$ cat src/rtl/key_event_pkg.sv
// Shared event codes, per-key FSM states and sizing helper for the key event controller.
package key_event_pkg;

    typedef enum logic [1:0] {
        EVT_PRESS   = 2'd0,
        EVT_RELEASE = 2'd1,
        EVT_LONG    = 2'd2,
        EVT_REPEAT  = 2'd3
    } evt_code_t;

    typedef enum logic [2:0] {
        IDLE,
        PRESS_WAIT,
        HELD,
        LONG,
        RELEASE_WAIT
    } key_state_t;

    function automatic int max3(input int a, input int b, input int c);
        int m;
        m = (a > b) ? a : b;
        return (m > c) ? m : c;
    endfunction

endpackage

$ cat src/rtl/key_fsm.sv
// One key: 2-flop synchroniser, tick-based debounce/long-press FSM, registered level and event strobes.
// Strobes are one-cycle pulses on the edge the FSM changes state; KEY_AUTO_REPEAT_EN adds REPEAT in LONG.
module key_fsm
    import key_event_pkg::*;
#(
    parameter int DB_TICKS     = 3,
    parameter int LONG_TICKS   = 50,
    parameter int REPEAT_TICKS = 10
) (
    input  logic clk,
    input  logic reset,
    input  logic sw_raw,
    input  logic tick,
    output logic level,
    output logic evt_press,
    output logic evt_release,
    output logic evt_long,
    output logic evt_repeat
);
    localparam int CNT_MAX = max3(DB_TICKS, LONG_TICKS, REPEAT_TICKS);
    localparam int CW      = $clog2(CNT_MAX + 1);
    localparam logic [CW-1:0] DB_C   = CW'(DB_TICKS);
    localparam logic [CW-1:0] LONG_C = CW'(LONG_TICKS);
`ifdef KEY_AUTO_REPEAT_EN
    localparam logic [CW-1:0] REP_C  = CW'(REPEAT_TICKS);
`endif

    logic          sync1_q, sync2_q;
    key_state_t    state_q;
    logic [CW-1:0] cnt_q;
    logic [CW-1:0] cnt_inc;
    logic          level_q, press_q, rel_q, long_q, rep_q;

    assign cnt_inc = cnt_q + 1'b1;

    always_ff @(posedge clk or posedge reset) begin
        if (reset) begin
            sync1_q <= 1'b0;
            sync2_q <= 1'b0;
            state_q <= IDLE;
            cnt_q   <= '0;
            level_q <= 1'b0;
            press_q <= 1'b0;
            rel_q   <= 1'b0;
            long_q  <= 1'b0;
            rep_q   <= 1'b0;
        end else begin
            sync1_q <= sw_raw;
            sync2_q <= sync1_q;
            press_q <= 1'b0;
            rel_q   <= 1'b0;
            long_q  <= 1'b0;
            rep_q   <= 1'b0;
            case (state_q)
                IDLE: if (sync2_q) begin
                    state_q <= PRESS_WAIT;
                    cnt_q   <= '0;
                end
                PRESS_WAIT: if (!sync2_q) begin
                    state_q <= IDLE;
                end else if (tick) begin
                    if (cnt_inc == DB_C) begin
                        state_q <= HELD;
                        level_q <= 1'b1;
                        press_q <= 1'b1;
                        cnt_q   <= '0;
                    end else begin
                        cnt_q <= cnt_inc;
                    end
                end
                HELD: if (!sync2_q) begin
                    state_q <= RELEASE_WAIT;
                    cnt_q   <= '0;
                end else if (tick) begin
                    if (cnt_inc == LONG_C) begin
                        state_q <= LONG;
                        long_q  <= 1'b1;
                        cnt_q   <= '0;
                    end else begin
                        cnt_q <= cnt_inc;
                    end
                end
                LONG: if (!sync2_q) begin
                    state_q <= RELEASE_WAIT;
                    cnt_q   <= '0;
                end
`ifdef KEY_AUTO_REPEAT_EN
                else if (tick) begin
                    if (cnt_inc == REP_C) begin
                        rep_q <= 1'b1;
                        cnt_q <= '0;
                    end else begin
                        cnt_q <= cnt_inc;
                    end
                end
`endif
                // A bounce back high during release resumes HELD with a fresh long timer.
                RELEASE_WAIT: if (sync2_q) begin
                    state_q <= HELD;
                    cnt_q   <= '0;
                end else if (tick) begin
                    if (cnt_inc == DB_C) begin
                        state_q <= IDLE;
                        level_q <= 1'b0;
                        rel_q   <= 1'b1;
                        cnt_q   <= '0;
                    end else begin
                        cnt_q <= cnt_inc;
                    end
                end
                default: state_q <= IDLE;
            endcase
        end
    end

    assign level       = level_q;
    assign evt_press   = press_q;
    assign evt_release = rel_q;
    assign evt_long    = long_q;
    assign evt_repeat  = rep_q;

endmodule

$ cat src/rtl/key_event_ctrl.sv
// Debounces NUM_KEYS pushbuttons on a shared tick and serialises their events round-robin onto one stream.
// Event to evt_valid is 2 clk; while stalled the output holds and new events merge into pending bits (ovf if lost).
// Optional auto-repeat in the LONG state is enabled by KEY_AUTO_REPEAT_EN.
module key_event_ctrl
    import key_event_pkg::*;
#(
    parameter int  NUM_KEYS     = 4,
    parameter int  TICK_DIV     = 20,
    parameter int  DB_TICKS     = 3,
    parameter int  LONG_TICKS   = 50,
    parameter int  REPEAT_TICKS = 10,
    localparam int KW           = (NUM_KEYS > 1) ? $clog2(NUM_KEYS) : 1
) (
    input  logic                clk,
    input  logic                reset,
    input  logic [NUM_KEYS-1:0] sw,
    output logic [NUM_KEYS-1:0] level,
    output logic                evt_valid,
    input  logic                evt_ready,
    output logic [KW-1:0]       evt_key,
    output logic [1:0]          evt_code,
    output logic [NUM_KEYS-1:0] ovf
);
`ifdef KEY_AUTO_REPEAT_EN
    localparam logic [3:0] CODE_MASK = 4'b1111;
`else
    localparam logic [3:0] CODE_MASK = 4'b0111;
`endif

    logic [TICK_DIV-1:0]       presc_q;
    logic                      tick;
    logic [NUM_KEYS-1:0][3:0]  raise, pend_q, pend_d, clr, avail;
    logic [NUM_KEYS-1:0]       ovf_q, ovf_d;
    logic                      evt_valid_q;
    logic [KW-1:0]             evt_key_q, ptr_q, sel_key;
    evt_code_t                 evt_code_q, sel_code;
    logic                      sel_vld;
    int                        idx;

    assign tick = (presc_q == '0);

    for (genvar k = 0; k < NUM_KEYS; k++) begin : g_key
        key_fsm #(
            .DB_TICKS    (DB_TICKS),
            .LONG_TICKS  (LONG_TICKS),
            .REPEAT_TICKS(REPEAT_TICKS)
        ) u_key (
            .clk        (clk),
            .reset      (reset),
            .sw_raw     (sw[k]),
            .tick       (tick),
            .level      (level[k]),
            .evt_press  (raise[k][EVT_PRESS]),
            .evt_release(raise[k][EVT_RELEASE]),
            .evt_long   (raise[k][EVT_LONG]),
            .evt_repeat (raise[k][EVT_REPEAT])
        );
    end

    // A fresh event on a bit cleared by this cycle's handshake is a new event, not a loss.
    always_comb begin
        clr = '0;
        if (evt_valid_q && evt_ready) clr[evt_key_q][evt_code_q] = 1'b1;
        for (int k = 0; k < NUM_KEYS; k++) begin
            avail[k]  = pend_q[k] & ~clr[k];
            pend_d[k] = (avail[k] | raise[k]) & CODE_MASK;
            ovf_d[k]  = ovf_q[k] | (|(raise[k] & avail[k] & CODE_MASK));
        end
    end

    always_comb begin
        sel_vld  = 1'b0;
        sel_key  = '0;
        sel_code = EVT_PRESS;
        idx      = 0;
        for (int i = 0; i < NUM_KEYS; i++) begin
            idx = int'(ptr_q) + i;
            if (idx >= NUM_KEYS) idx = idx - NUM_KEYS;
            if (!sel_vld && (|avail[idx])) begin
                sel_vld = 1'b1;
                sel_key = KW'(idx);
                if      (avail[idx][EVT_PRESS])  sel_code = EVT_PRESS;
                else if (avail[idx][EVT_LONG])   sel_code = EVT_LONG;
                else if (avail[idx][EVT_REPEAT]) sel_code = EVT_REPEAT;
                else                             sel_code = EVT_RELEASE;
            end
        end
    end

    always_ff @(posedge clk or posedge reset) begin
        if (reset) begin
            presc_q     <= '0;
            pend_q      <= '0;
            ovf_q       <= '0;
            evt_valid_q <= 1'b0;
            evt_key_q   <= '0;
            evt_code_q  <= EVT_PRESS;
            ptr_q       <= '0;
        end else begin
            presc_q <= presc_q + 1'b1;
            pend_q  <= pend_d;
            ovf_q   <= ovf_d;
            if (!evt_valid_q || evt_ready) begin
                evt_valid_q <= sel_vld;
                if (sel_vld) begin
                    evt_key_q  <= sel_key;
                    evt_code_q <= sel_code;
                    ptr_q      <= (int'(sel_key) == NUM_KEYS - 1) ? '0 : sel_key + 1'b1;
                end
            end
        end
    end

    assign evt_valid = evt_valid_q;
    assign evt_key   = evt_key_q;
    assign evt_code  = evt_code_q;
    assign ovf       = ovf_q;

endmodule

$ cat config.mk
export PLATFORM = sky130hd
export DESIGN_NAME = key_event_ctrl
export DESIGN_NICKNAME = d
export VERILOG_FILES = /design/src/rtl/key_event_pkg.sv /design/src/rtl/key_fsm.sv /design/src/rtl/key_event_ctrl.sv
export SDC_FILE = /design/constraint.sdc
export NUM_CORES = 1
export LEC_CHECK = 0
export BUFFER_PORTS_ARGS = -buffer_cell sky130_fd_sc_hd__buf_2
export CORE_AREA = 2 2 113 137
export CTS_CLUSTER_SIZE = 30
export DETAILED_ROUTE_END_ITERATION = 12
export DIE_AREA = 0 0 115 139
export PLACE_DENSITY_LB_ADDON = 0.2
export SYNTH_ARGS = -nofsm -noshare
export SYNTH_HDL_FRONTEND = slang
export SYNTH_HIERARCHICAL = 1
export SYNTH_SLANG_ARGS = --single-unit
$ cat constraint.sdc
create_clock -name clk -period 10.3 [get_ports clk]
set_input_delay 0.515 -clock clk [delete_from_list [all_inputs] [get_ports clk]]
set_output_delay 0.515 -clock clk [all_outputs]
set_load 0.01 [all_outputs]
==> impl_metrics.json <==
{
  "syn_to_final_growth_pct": 6.04,
  "antenna_found_initial": 0,
  "drv_slew": 0,
  "final_hold_viol_count": 0,
  "grt_pass1_wl_um": 27500,
  "powerDensity_mw_per_mm2": 159,
  "worst_pin_slew_ns": 0.836,
  "finClkSkew_ns": 0.00903,
  "syn_inst": 754,
  "dpl-instance-area_mm2": 0.00725,
  "clockBufferDepth": 2,
  "fillCellCount": 1362,
  "grt_use_total_pct": 20.9,
  "postCtsSetupBuffers": 0,
  "clock_sinks": 103,
  "post-route-period-util_pct": 31.5,
  "clkLatencyLatePin_ns": 0.35,
  "portBuffers": 19,
  "overflow": 0,
  "die_width_um": 115,
  "rsz0062_at_grt": "false",
  "drc": 0,
  "critPathCaptureType": "register",
  "wl_per_cell_um": 17.3,
  "cp.arrival_ns": 3.48,
  "grt_pass1_vias": 5637,
  "required_ns": 10.53,
  "fmax_mhz": 308,
  "clk_pin_slew_ns": 0.07,
  "drt_iter0_markers": 421,
  "fp-row-count": 49,
  "setup_violations": 0,
  "cts-root-buf": "clkbuf_16",
  "hp-class": "primary input to asynchronous set/reset pin",
  "whs_ns": 0.214,
  "drv_cap": 0,
  "die_height_um": 139,
  "ys_warn_count": 6,
  "relSlewSlack_pct": 44.3,
  "grt_max_degree": 40,
  "antenna_cells": 0,
  "viasPerCell": 6.34,
  "globalplace.congestion": 0.890,
  "drive_above_1_share_pct": 15.4,
  "via_count": 5902,
  "num_io_pins": 20,
  "drtAntennaViolNets": 0,
  "fin_setup_tns_ns": 0,
  "ir_drop_v": 0.0000712,
  "tritoncts": "built",
  "nets": 769,
  "critPathKind": "register to register",
  "ctsHoldBuffers": 0,
  "htreeDepth": 3,
  "design.core.area_mm2": 0.0147,
  "leakagePower_uw": 0.00310,
  "min_period_ns": 3.25,
  "synth_area_per_cell_um2": 9.45,
  "die_area_mm2": 0.0160,
  "final_area_mm2": 0.00756,
  "firstDrtPassIters": 7,
  "wirelength_um": 16100,
  "status": "completed",
  "cts_buffers": 9,
  "post-dp-hpwl_um": 11600,
  "cp_max_fo": 21,
  "worst_setup_path_start_kind": "register",
  "start_util_pct": 48.4,
  "mappedNetlistArea_mm2": 0.00713,
  "syn_nets": 775,
  "cts-resized-gates": 0
}
[cell usage in the layout (no fill, tap or decap), types with 6 or more instances in the layout]
cell and n:
nand4_1 16, o31ai_1 13, a22o_1 8, inv_1 35, dfrtp_1 103, ha_1 14
a21bo_2 8, o21bai_1 8, nand3b_1 9, nand2b_1 12, nand2_1 71, xnor2_1 22
and2_1 6, and3_1 8, nand4b_1 6, a21oi_1 29, o21ai_0 40, nor3_1 26
a41o_1 8, buf_2 19, nand3_1 24, xor2_1 6, clkbuf_16 9, nor2_1 31
o211ai_1 13, and3b_1 8, or2_2 14, o21a_1 16, mux2i_1 8
[layout make-up]
| class | count | area [um2] | area share, % |
|---|---|---|---|
| multi-input cells | 575 | 4190 | 55.5 |
| flip-flops and latches | 103 | 2580 | 34.1 |
| clock buffers | 12 | 256 | 3.39 |
| well taps | 178 | 223 | 2.95 |
| inverters | 37 | 139 | 1.84 |
| repair buffers | 22 | 118 | 1.56 |
| clock inverters | 4 | 52.6 | 0.695 |
[registers in the layout, summed over array words and instances (netlist names), 12 cells and up, named ones only]
name and flops:
presc_q 20, pend_q 12, g_key.u_key/state_q 12, g_key.u_key/cnt_q 24
[stage by stage]
| stage | std cells | setup WS [ns] | utilization, % | total power (uW) |
|---|---|---|---|---|
| 2_1_floorplan | 754 | 7.02 | - | 774 |
| 3_3_place_gp | 915 | 7.35 | 49.3 | 840 |
| 3_5_place_dp | 915 | 7.17 | 49.3 | 849 |
| 4_1_cts | 931 | 7.15 | 51.4 | 1210 |
| 5_1_grt | 931 | 6.88 | 51.4 | 1270 |
| 6_report | 931 | 7.05 | 51.4 | 1210 |
[final timing paths]
check,slack [ns],endpoint,start,cells past startpoint
setup / recovery,7.05,ptr_q[1],register,7
hold / removal,0.21,ovf[1],reset,2
setup reg to reg,7.05,ptr_q[1],register,7
hold reg to reg,0.35,g_key[0].u_key/sync2_q,g_key[0].u_key/sync1_q,0
max in group asynchronous,9.40,pend_q[2],reset,3
min in group clk,0.27,g_key[3].u_key/sync1_q,sw[3],1
[layer usage]
layer | GRT usage (%) | wire, um | up-vias
met5 | 0 | 0 | -
met4 | 6.66 | 225 | 0
met3 | 3.45 | 507 | 17
met2 | 34.9 | 8080 | 117
met1 | 27.6 | 7320 | 2938
li1 | - | - | 2830
[critical path: stages, from the launching register on]
cell      delay, ns
dfrtp_1        0.89
clkinv_1       0.71
mux2i_2        0.36
o311ai_1       0.37
o221a_1        0.26
o211ai_2       0.09
xor2_1         0.17
mux2_2         0.27
[report_power, final]
part	leakage, uW	switching, uW	internal (uW)
clock	0.000153	154	203
sequential	0.00138	64.6	426
combinational	0.00156	200	157
No activity file was read; power rests on OpenSTA's default activity.
